### config.mk
export PLATFORM = sky130hd
export DESIGN_NAME = iq_mixer_integrator
export DESIGN_NICKNAME = d
export VERILOG_FILES = /design/src/rtl/iq_mixer_integrator.sv
export SDC_FILE = /design/constraint.sdc
export NUM_CORES = 1
export LEC_CHECK = 0
export CAP_MARGIN = 10
export CORE_MARGIN = 2
export CORE_UTILIZATION = 57
export DETAILED_ROUTE_END_ITERATION = 16
export GPL_TIMING_DRIVEN = 0
export PLACE_DENSITY = 0.8
export SETUP_SLACK_MARGIN = 0.5
export SLEW_MARGIN = 15
export SYNTH_ARGS = -nofsm -noshare
export SYNTH_HDL_FRONTEND = slang
export SYNTH_SLANG_ARGS = --single-unit
export TNS_END_PERCENT = 1
### constraint.sdc
create_clock -name clk -period 4.9 [get_ports clk]
set_input_delay 0.98 -clock clk [delete_from_list [all_inputs] [get_ports clk]]
set_output_delay 0.98 -clock clk [all_outputs]
set_load 0.005 [all_outputs]
### src/rtl/iq_mixer_integrator.sv
// Mixes a signed sample stream with ternary cos/sin references and integrates-and-dumps
// each DUMP_LEN-sample window into one I/Q pair. Define IQ_MIX_SAT_EN for saturating adds.
module iq_mixer_integrator #(
  parameter int DATA_W   = 8,
  parameter int ACC_W    = 16,
  parameter int DUMP_LEN = 8
) (
  input  logic                     clk,
  input  logic                     resetn,
  input  logic signed [DATA_W-1:0] sample_in,
  input  logic                     sample_vld,
  output logic                     sample_rdy,
  input  logic [1:0]               cos_in,
  input  logic [1:0]               sin_in,
  output logic signed [ACC_W-1:0]  i_out,
  output logic signed [ACC_W-1:0]  q_out,
  output logic                     iq_vld,
  input  logic                     iq_rdy
);

  localparam int CNT_W = (DUMP_LEN > 2) ? $clog2(DUMP_LEN) : 1;
  localparam logic [CNT_W-1:0] LAST_CNT = CNT_W'(DUMP_LEN - 1);

`ifdef IQ_MIX_SAT_EN
  localparam logic signed [ACC_W-1:0] ACC_MAX = {1'b0, {(ACC_W-1){1'b1}}};
  localparam logic signed [ACC_W-1:0] ACC_MIN = {1'b1, {(ACC_W-1){1'b0}}};
`endif

  logic [CNT_W-1:0]        cnt_q, cnt_d;
  logic signed [ACC_W-1:0] i_acc_q, i_acc_d;
  logic signed [ACC_W-1:0] q_acc_q, q_acc_d;
  logic signed [ACC_W-1:0] i_out_q, i_out_d;
  logic signed [ACC_W-1:0] q_out_q, q_out_d;
  logic                    iq_vld_q, iq_vld_d;

  logic                    last_win;
  logic                    accept;
  logic signed [ACC_W-1:0] p_i;
  logic signed [ACC_W-1:0] p_q;
  logic signed [ACC_W-1:0] sum_i;
  logic signed [ACC_W-1:0] sum_q;

  // Code 01 is +1, 11 is -1; 00 and the illegal 10 both contribute nothing.
  function automatic logic signed [ACC_W-1:0] mix(
    input logic signed [DATA_W-1:0] s,
    input logic [1:0]               code
  );
    logic signed [ACC_W-1:0] ext;
    ext = {{(ACC_W-DATA_W){s[DATA_W-1]}}, s};
    case (code)
      2'b01:   mix = ext;
      2'b11:   mix = -ext;
      default: mix = '0;
    endcase
  endfunction

  // Overflow is only possible when both operands share a sign the result lost.
  function automatic logic signed [ACC_W-1:0] acc_add(
    input logic signed [ACC_W-1:0] a,
    input logic signed [ACC_W-1:0] b
  );
    logic signed [ACC_W-1:0] s;
    s = a + b;
`ifdef IQ_MIX_SAT_EN
    if ((a[ACC_W-1] == b[ACC_W-1]) && (s[ACC_W-1] != a[ACC_W-1])) begin
      s = a[ACC_W-1] ? ACC_MIN : ACC_MAX;
    end
`endif
    acc_add = s;
  endfunction

  assign last_win   = (cnt_q == LAST_CNT);
  assign sample_rdy = !(last_win && iq_vld_q && !iq_rdy);
  assign accept     = sample_vld && sample_rdy;

  assign p_i   = mix(sample_in, cos_in);
  assign p_q   = mix(sample_in, sin_in);
  assign sum_i = acc_add(i_acc_q, p_i);
  assign sum_q = acc_add(q_acc_q, p_q);

  // A dump in the same cycle as an output handshake reloads the output and keeps iq_vld high.
  always_comb begin
    cnt_d    = cnt_q;
    i_acc_d  = i_acc_q;
    q_acc_d  = q_acc_q;
    i_out_d  = i_out_q;
    q_out_d  = q_out_q;
    iq_vld_d = iq_vld_q;

    if (iq_vld_q && iq_rdy) begin
      iq_vld_d = 1'b0;
    end

    if (accept) begin
      if (!last_win) begin
        i_acc_d = sum_i;
        q_acc_d = sum_q;
        cnt_d   = cnt_q + CNT_W'(1);
      end else begin
        i_out_d  = sum_i;
        q_out_d  = sum_q;
        iq_vld_d = 1'b1;
        i_acc_d  = '0;
        q_acc_d  = '0;
        cnt_d    = '0;
      end
    end
  end

  always_ff @(posedge clk) begin
    if (!resetn) begin
      cnt_q    <= '0;
      i_acc_q  <= '0;
      q_acc_q  <= '0;
      i_out_q  <= '0;
      q_out_q  <= '0;
      iq_vld_q <= 1'b0;
    end else begin
      cnt_q    <= cnt_d;
      i_acc_q  <= i_acc_d;
      q_acc_q  <= q_acc_d;
      i_out_q  <= i_out_d;
      q_out_q  <= q_out_d;
      iq_vld_q <= iq_vld_d;
    end
  end

  assign i_out  = i_out_q;
  assign q_out  = q_out_q;
  assign iq_vld = iq_vld_q;

endmodule
==> metrics.cfg, run 1 <==
[detailed_routing]
drtIter0Drc=304
viasPerCell=6.19
wl_per_cell_um=18.8
num_vias=4638
routed_wl_um=14100
antenna_left=0
route.detailed.drc=0
firstDrtPassIters=5

[floorplan]
chipHeight_um=94.1
core-area_mm2=0.00781
die_area_mm2=0.00885
std_cell_rows=32
die_w_um=94.1
start_util_pct=59.2
num_io_pins=50

[cells_and_area]
nNetsFinal=695
fin_cells=749
postLayoutCellArea_mm2=0.00553
mostFrequentLayoutCells=nand2_1, dfxtp_1, clkdlybuf4s50_1
final_common_cell=nand2_1
drive_gt1_share_pct=7.42
syn2layout_area_growth_pct=19.6
n_antenna_cell=0
post-route-util_pct=70.8

[clocking]
clock-sinks=68
cts_tree=done
clock_latency_ns=0.36
clk_pin_slew_ns=0.08
root_buffer=clkbuf_8
numCtsBuffers=9
clockBufferDepth=2
ctsHoldBuffers=0
h-tree-depth=3

[grt]
grt_pass1_wl_um=22000
grt_pass1_vias=4436
antenna_found_initial=0
grt_max_degree=12
track_usage_pct=32.1
gr-total-overflow=0

[yosys]
synth_top_area_share_pct=29.5
syn-num-nets=632
synth_largest_area_cell=dfxtp_1
syn_area_per_cell_um2=7.97
synth_cells=580
syn_area_mm2=0.00462
async_flop_share_pct=0
yosys.cell_types.count=66
synth_seq_area_share_pct=29.5
synth_enable_flop_cells=0
synth.top_cells.by_area=dfxtp_1, ha_1, nand2_1
synth-seq-cells=68
synth-main-ff-cell=dfxtp_1
yosys_warnings=0

[setup_path]
r2r_end=q_out[13]$_SDFFE_PN0P_
critPathArrivalTime_ns=4.59
crit_start=sample_in[1]
cp-start-kind=input pin
crit_fanout=4
reg2reg_from=cnt_q[0]$_SDFFE_PN0P_
crit_end=q_acc_q[14]$_SDFFE_PN0P_
path_class=in -> reg
ff2ff_path_depth=8
endpoint_kind=flop
crit_required_ns=5.13
r2r_slack_ns=2.20

[flow_run]
max_cap_viol_count=0

[pwr]
vdd_drop_max_mv=0.163
p_per_area_mw_per_mm2=254
power.total_uw=1400
power_leakage_uw=0.00220

[timing]
drv_slew=0
layout_min_cycle_time_ns=4.36
rsz0062_at_grt=true
slew_headroom_pct=50.2
fin_worst_skew_ns=0.00997
hold_violations=0
holdWs_ns=0.460
setup_violations=0
finalCritPeriodShare_pct=88.9
tightest_slew_ns=0.747
fmax_mhz=229

[placed_design]
portBuffers=49
dp_hpwl_um=10200
place_area_mm2=0.00524
gp_congestion=0.947
place_inst=731

[worst_hold_path]
worstHoldPathType=reg -> reg
whs_path_depth=2

[run_status]
status=completed

-- how the worst min path moves through the flow --
stage,end,from
6_report,i_acc_q[0]$_SDFFE_PN0P_,i_acc_q[0]$_SDFFE_PN0P_
5_1_grt,i_acc_q[8]$_SDFFE_PN0P_,i_acc_q[8]$_SDFFE_PN0P_
4_1_cts,q_out[0]$_SDFFE_PN0P_,q_out[0]$_SDFFE_PN0P_
3_5_place_dp,q_out[4]$_SDFFE_PN0P_,q_out[4]$_SDFFE_PN0P_
3_3_place_gp,q_acc_q[14]$_SDFFE_PN0P_,q_acc_q[14]$_SDFFE_PN0P_
2_1_floorplan,q_acc_q[10]$_SDFFE_PN0P_,q_acc_q[10]$_SDFFE_PN0P_
-- cell usage after synthesis (all sizes together) (4+ instances only) --
cell and instances:
nand2 79, dfxtp 68, a21oi 42, nor2 41
ha 34, o21ai 34, xnor2 23, and2 20
o21a 20, clkbuf 18, nand3 18, inv 17
nor3 12, buf 11, xor2 11, a21o 9
a22oi 9, nand4 9, a211oi 8, a31oi 8
or3 7, and3 6, nor4 6, nand2b 5
nand3b 5, nor2b 5, or4 5, mux2i 4
o211ai 4
-- power breakdown --
part / internal (µW) / total, µW / switching (µW)
sequential: 577 / 593 / 16.1
combinational: 135 / 338 / 204
clock: 245 / 473 / 228
-- area by class of cell --
type	instances	area, µm²
Multi-Input combinational cell	465	3130
Fill cell	638	2280
Sequential cell	68	1360
Timing Repair Buffer	52	512
Clock buffer	11	141
Buffer	29	139
Tap cell	102	128
Inverter	18	67.6
Clock inverter	4	50.0
-- critical path: stages --
cell and delay, ns:
clkdlybuf4s50_1 0.45, or3_4 0.42, or3_4 0.37, nor3_4 0.23
inv_1 0.07, ha_1 0.30, nand2_1 0.06, o211a_1 0.15
ha_2 0.20, or3_4 0.41, a221oi_4 0.30, o211ai_1 0.22
a21oi_1 0.22, xor2_1 0.16, o21ai_1 0.07
-- flip-flops by register name, summed over array words and instances (netlist names) --
signal,cells
cnt_q,3
i_acc_q,16
i_out,16
iq_vld,1
q_acc_q,16
q_out,16
-- cell families (layout without fill, tap and decap cells) --
logic type | count (synthesis) | count (layout) | synth area share, %
buffers and inverters | 47 | 114 | 4.47
AO/OA/AOI/OAI | 165 | 165 | 24.5
AND/OR/NAND/NOR | 226 | 226 | 24.2
flip-flops | 68 | 68 | 29.5
multiplexers | 4 | 4 | 0.866
adder cells (fa/ha/maj) | 36 | 36 | 10.1
XOR/XNOR | 34 | 34 | 6.44
-- through the flow --
step / TNS, ns / setup slack, ns
2_1_floorplan: 0 / 0.792
3_3_place_gp: -0.401 / -0.120
3_5_place_dp: -0.594 / -0.135
4_1_cts: 0 / 0.560
5_1_grt: 0 / 0.437
6_report: 0 / 0.542
-- layer usage --
metal | vias to the layer above | part of all wire, % | GRT usage, % | wire, µm
li1 | 2223 | - | - | -
met1 | 2206 | 43 | 41.7 | 6000
met2 | 170 | 48 | 54.0 | 6780
met3 | 39 | 5.4 | 3.05 | 765
met4 | 0 | 3.6 | 14.6 | 509
met5 | - | 0 | 0 | 0
-- what timing repair did --
item                                    CTS  global route
endpoints found under the hold margin     0             0
setup buffers                             1             2
pin swaps                                 3             4
gates cloned                              0             0
endpoints found under the setup margin   19            12
resized for setup                        10             6
No activity file was read; power rests on OpenSTA's default activity.
==> inputs of run 2 (changes only) <==
--- a/config.mk
+++ b/config.mk
@@ -11,6 +11,7 @@
 export DETAILED_ROUTE_END_ITERATION = 16
 export GPL_TIMING_DRIVEN = 0
 export PLACE_DENSITY = 0.8
+export RECOVER_POWER = 50
 export SETUP_SLACK_MARGIN = 0.5
 export SLEW_MARGIN = 15
 export SYNTH_ARGS = -nofsm -noshare
==> run 2 against run 1 <==
Against the previous run: final cell count is the same; die area did not move; routed wire length decreased by 0.25%; clock-buffer cell count unchanged; register-to-register slack about the same; hold slack worse by 0.0023 ns; first-iteration DRC count decreased by 4.6%; critical path type unchanged.
==> metrics.cfg, run 2 (synthesis gave the netlist of run 1 again) <==
[grt]
grt_pass1_vias=4436
top_usage_layer=met2
grtUsageMet2_pct=54.0
grt_max_degree=12
grt_util_met1_pct=41.7
antenna_found_initial=0
gr-total-overflow=0
track_usage_pct=32.1
grt_pass1_wl_um=22000
use_met3_pct=3.05

[detailed_routing]
viasPerCell=6.18
firstDrtPassIters=7
antenna_left=0
num_vias=4629
drtIter0Drc=290
route.detailed.drc=0
routed_wl_um=14000
wl_per_cell_um=18.7

[timing]
fmax_mhz=230
setup_slack_ns=0.552
layout_min_cycle_time_ns=4.35
setup_violations=0
finalCritPeriodShare_pct=88.7
slew_headroom_pct=48.3
fin_worst_skew_ns=0.00969
holdWs_ns=0.458
drv_slew=0
rsz0062_at_grt=true
hold_violations=0
tightest_slew_ns=0.775

[placed_design]
portBuffers=49
gp_congestion=0.947
dp_hpwl_um=10200
dp_slack_ns=-0.135
place_inst=731

[cells_and_area]
drive_gt1_share_pct=7.11
fin_cells=749
mostFrequentLayoutCells=nand2_1, dfxtp_1, a21oi_1
fillers=640
final_common_cell=nand2_1
n_antenna_cell=0
multi_input_area_mm2=0.00312
post-route-util_pct=70.7
nNetsFinal=695
syn2layout_area_growth_pct=19.4
ff_latch_area_mm2=0.00136

[floorplan]
die_w_um=94.1
start_util_pct=59.2
std_cell_rows=32
num_io_pins=50
core-area_mm2=0.00781
die_area_mm2=0.00885
chipHeight_um=94.1

[pwr]
power_leakage_uw=0.00231
vdd_drop_max_mv=0.163
power.total_uw=1400
p_per_area_mw_per_mm2=254

[setup_path]
endpoint_kind=flop
critPathArrivalTime_ns=4.59
crit_fanout=7
path_class=in -> reg
cp-start-kind=input pin
crit_required_ns=5.14

[clocking]
cts_tree=done
h-tree-depth=3
clockBufferDepth=2
numCtsBuffers=9
clk_pin_slew_ns=0.08
clock-sinks=68
clock_latency_ns=0.36
root_buffer=clkbuf_8

[flow_run]
max_cap_viol_count=0

[worst_hold_path]
worstHoldPathType=reg -> reg

[run_status]
status=completed

run 2: changes by cell type in the layout (fill, tap and decap cells not counted):
cell             previous run  this run
clkdlybuf4s50_1            48        10
dlygate4sd3_1               0        38
clkbuf_1                   19        21
a211oi_1                    7         8
a211oi_2                    1         0
buf_1                       3         2
buf_4                       6         5
run 2: worst paths after layout:
check / start / end / slack [ns] / cells after the start
max reg2reg: cnt_q[0]$_SDFFE_PN0P_ / q_out[13]$_SDFFE_PN0P_ / 2.21 / 8
min reg2reg: i_out[11]$_SDFFE_PN0P_ / i_out[11]$_SDFFE_PN0P_ / 0.46 / 2
max: sample_in[1] / i_out[14]$_SDFFE_PN0P_ / 0.55 / 13
min: i_out[11]$_SDFFE_PN0P_ / i_out[11]$_SDFFE_PN0P_ / 0.46 / 2
run 2: layout make-up:
class | count | share of cell area, %
multi-input combinational | 465 | 56.6
sequential | 68 | 24.7
timing repair buffer | 52 | 9.27
clock buffer | 11 | 2.56
buffer | 29 | 2.45
tap | 102 | 2.31
inverter | 18 | 1.22
clock inverter | 4 | 0.907
run 2: metrics by stage:
stage / TNS, ns / cell area (µm²)
6_report: 0 / 5520
5_1_grt: 0 / 5520
4_1_cts: 0 / 5480
3_5_place_dp: -0.594 / 5240
3_3_place_gp: -0.401 / 5240
2_1_floorplan: 0 / 4620
run 2: where the power goes:
group | switching, µW | total (µW) | internal (µW)
clock | 229 | 474 | 245
combinational | 203 | 336 | 133
sequential | 16.2 | 593 | 577
total | 447 | 1400 | 956
run 2: repair_timing:
| action | CTS | global route |
|---|---|---|
| pin swaps | 3 | 4 |
| setup endpoints to repair | 19 | 12 |
| hold buffers | 0 | 0 |
| endpoints found under the hold margin | 0 | 0 |
| setup buffers | 1 | 2 |
| resized for setup | 10 | 6 |
run 2: metal layers:
layer / vias to the layer above / wire [µm]
met5: - / 0
met4: 0 / 437
met3: 39 / 925
met2: 192 / 6800
met1: 2177 / 5870
li1: 2221 / -
run 2: worst max-delay path, cell delays in order:
cell	delay, ns
clkdlybuf4s50_1	0.45
or3_4	0.41
or3_4	0.37
nor3_4	0.22
nor2_1	0.13
o21a_1	0.20
ha_1	0.40
and3_1	0.21
and2_1	0.18
nand2_1	0.08
a21oi_1	0.34
nor3_1	0.10
or4_1	0.50
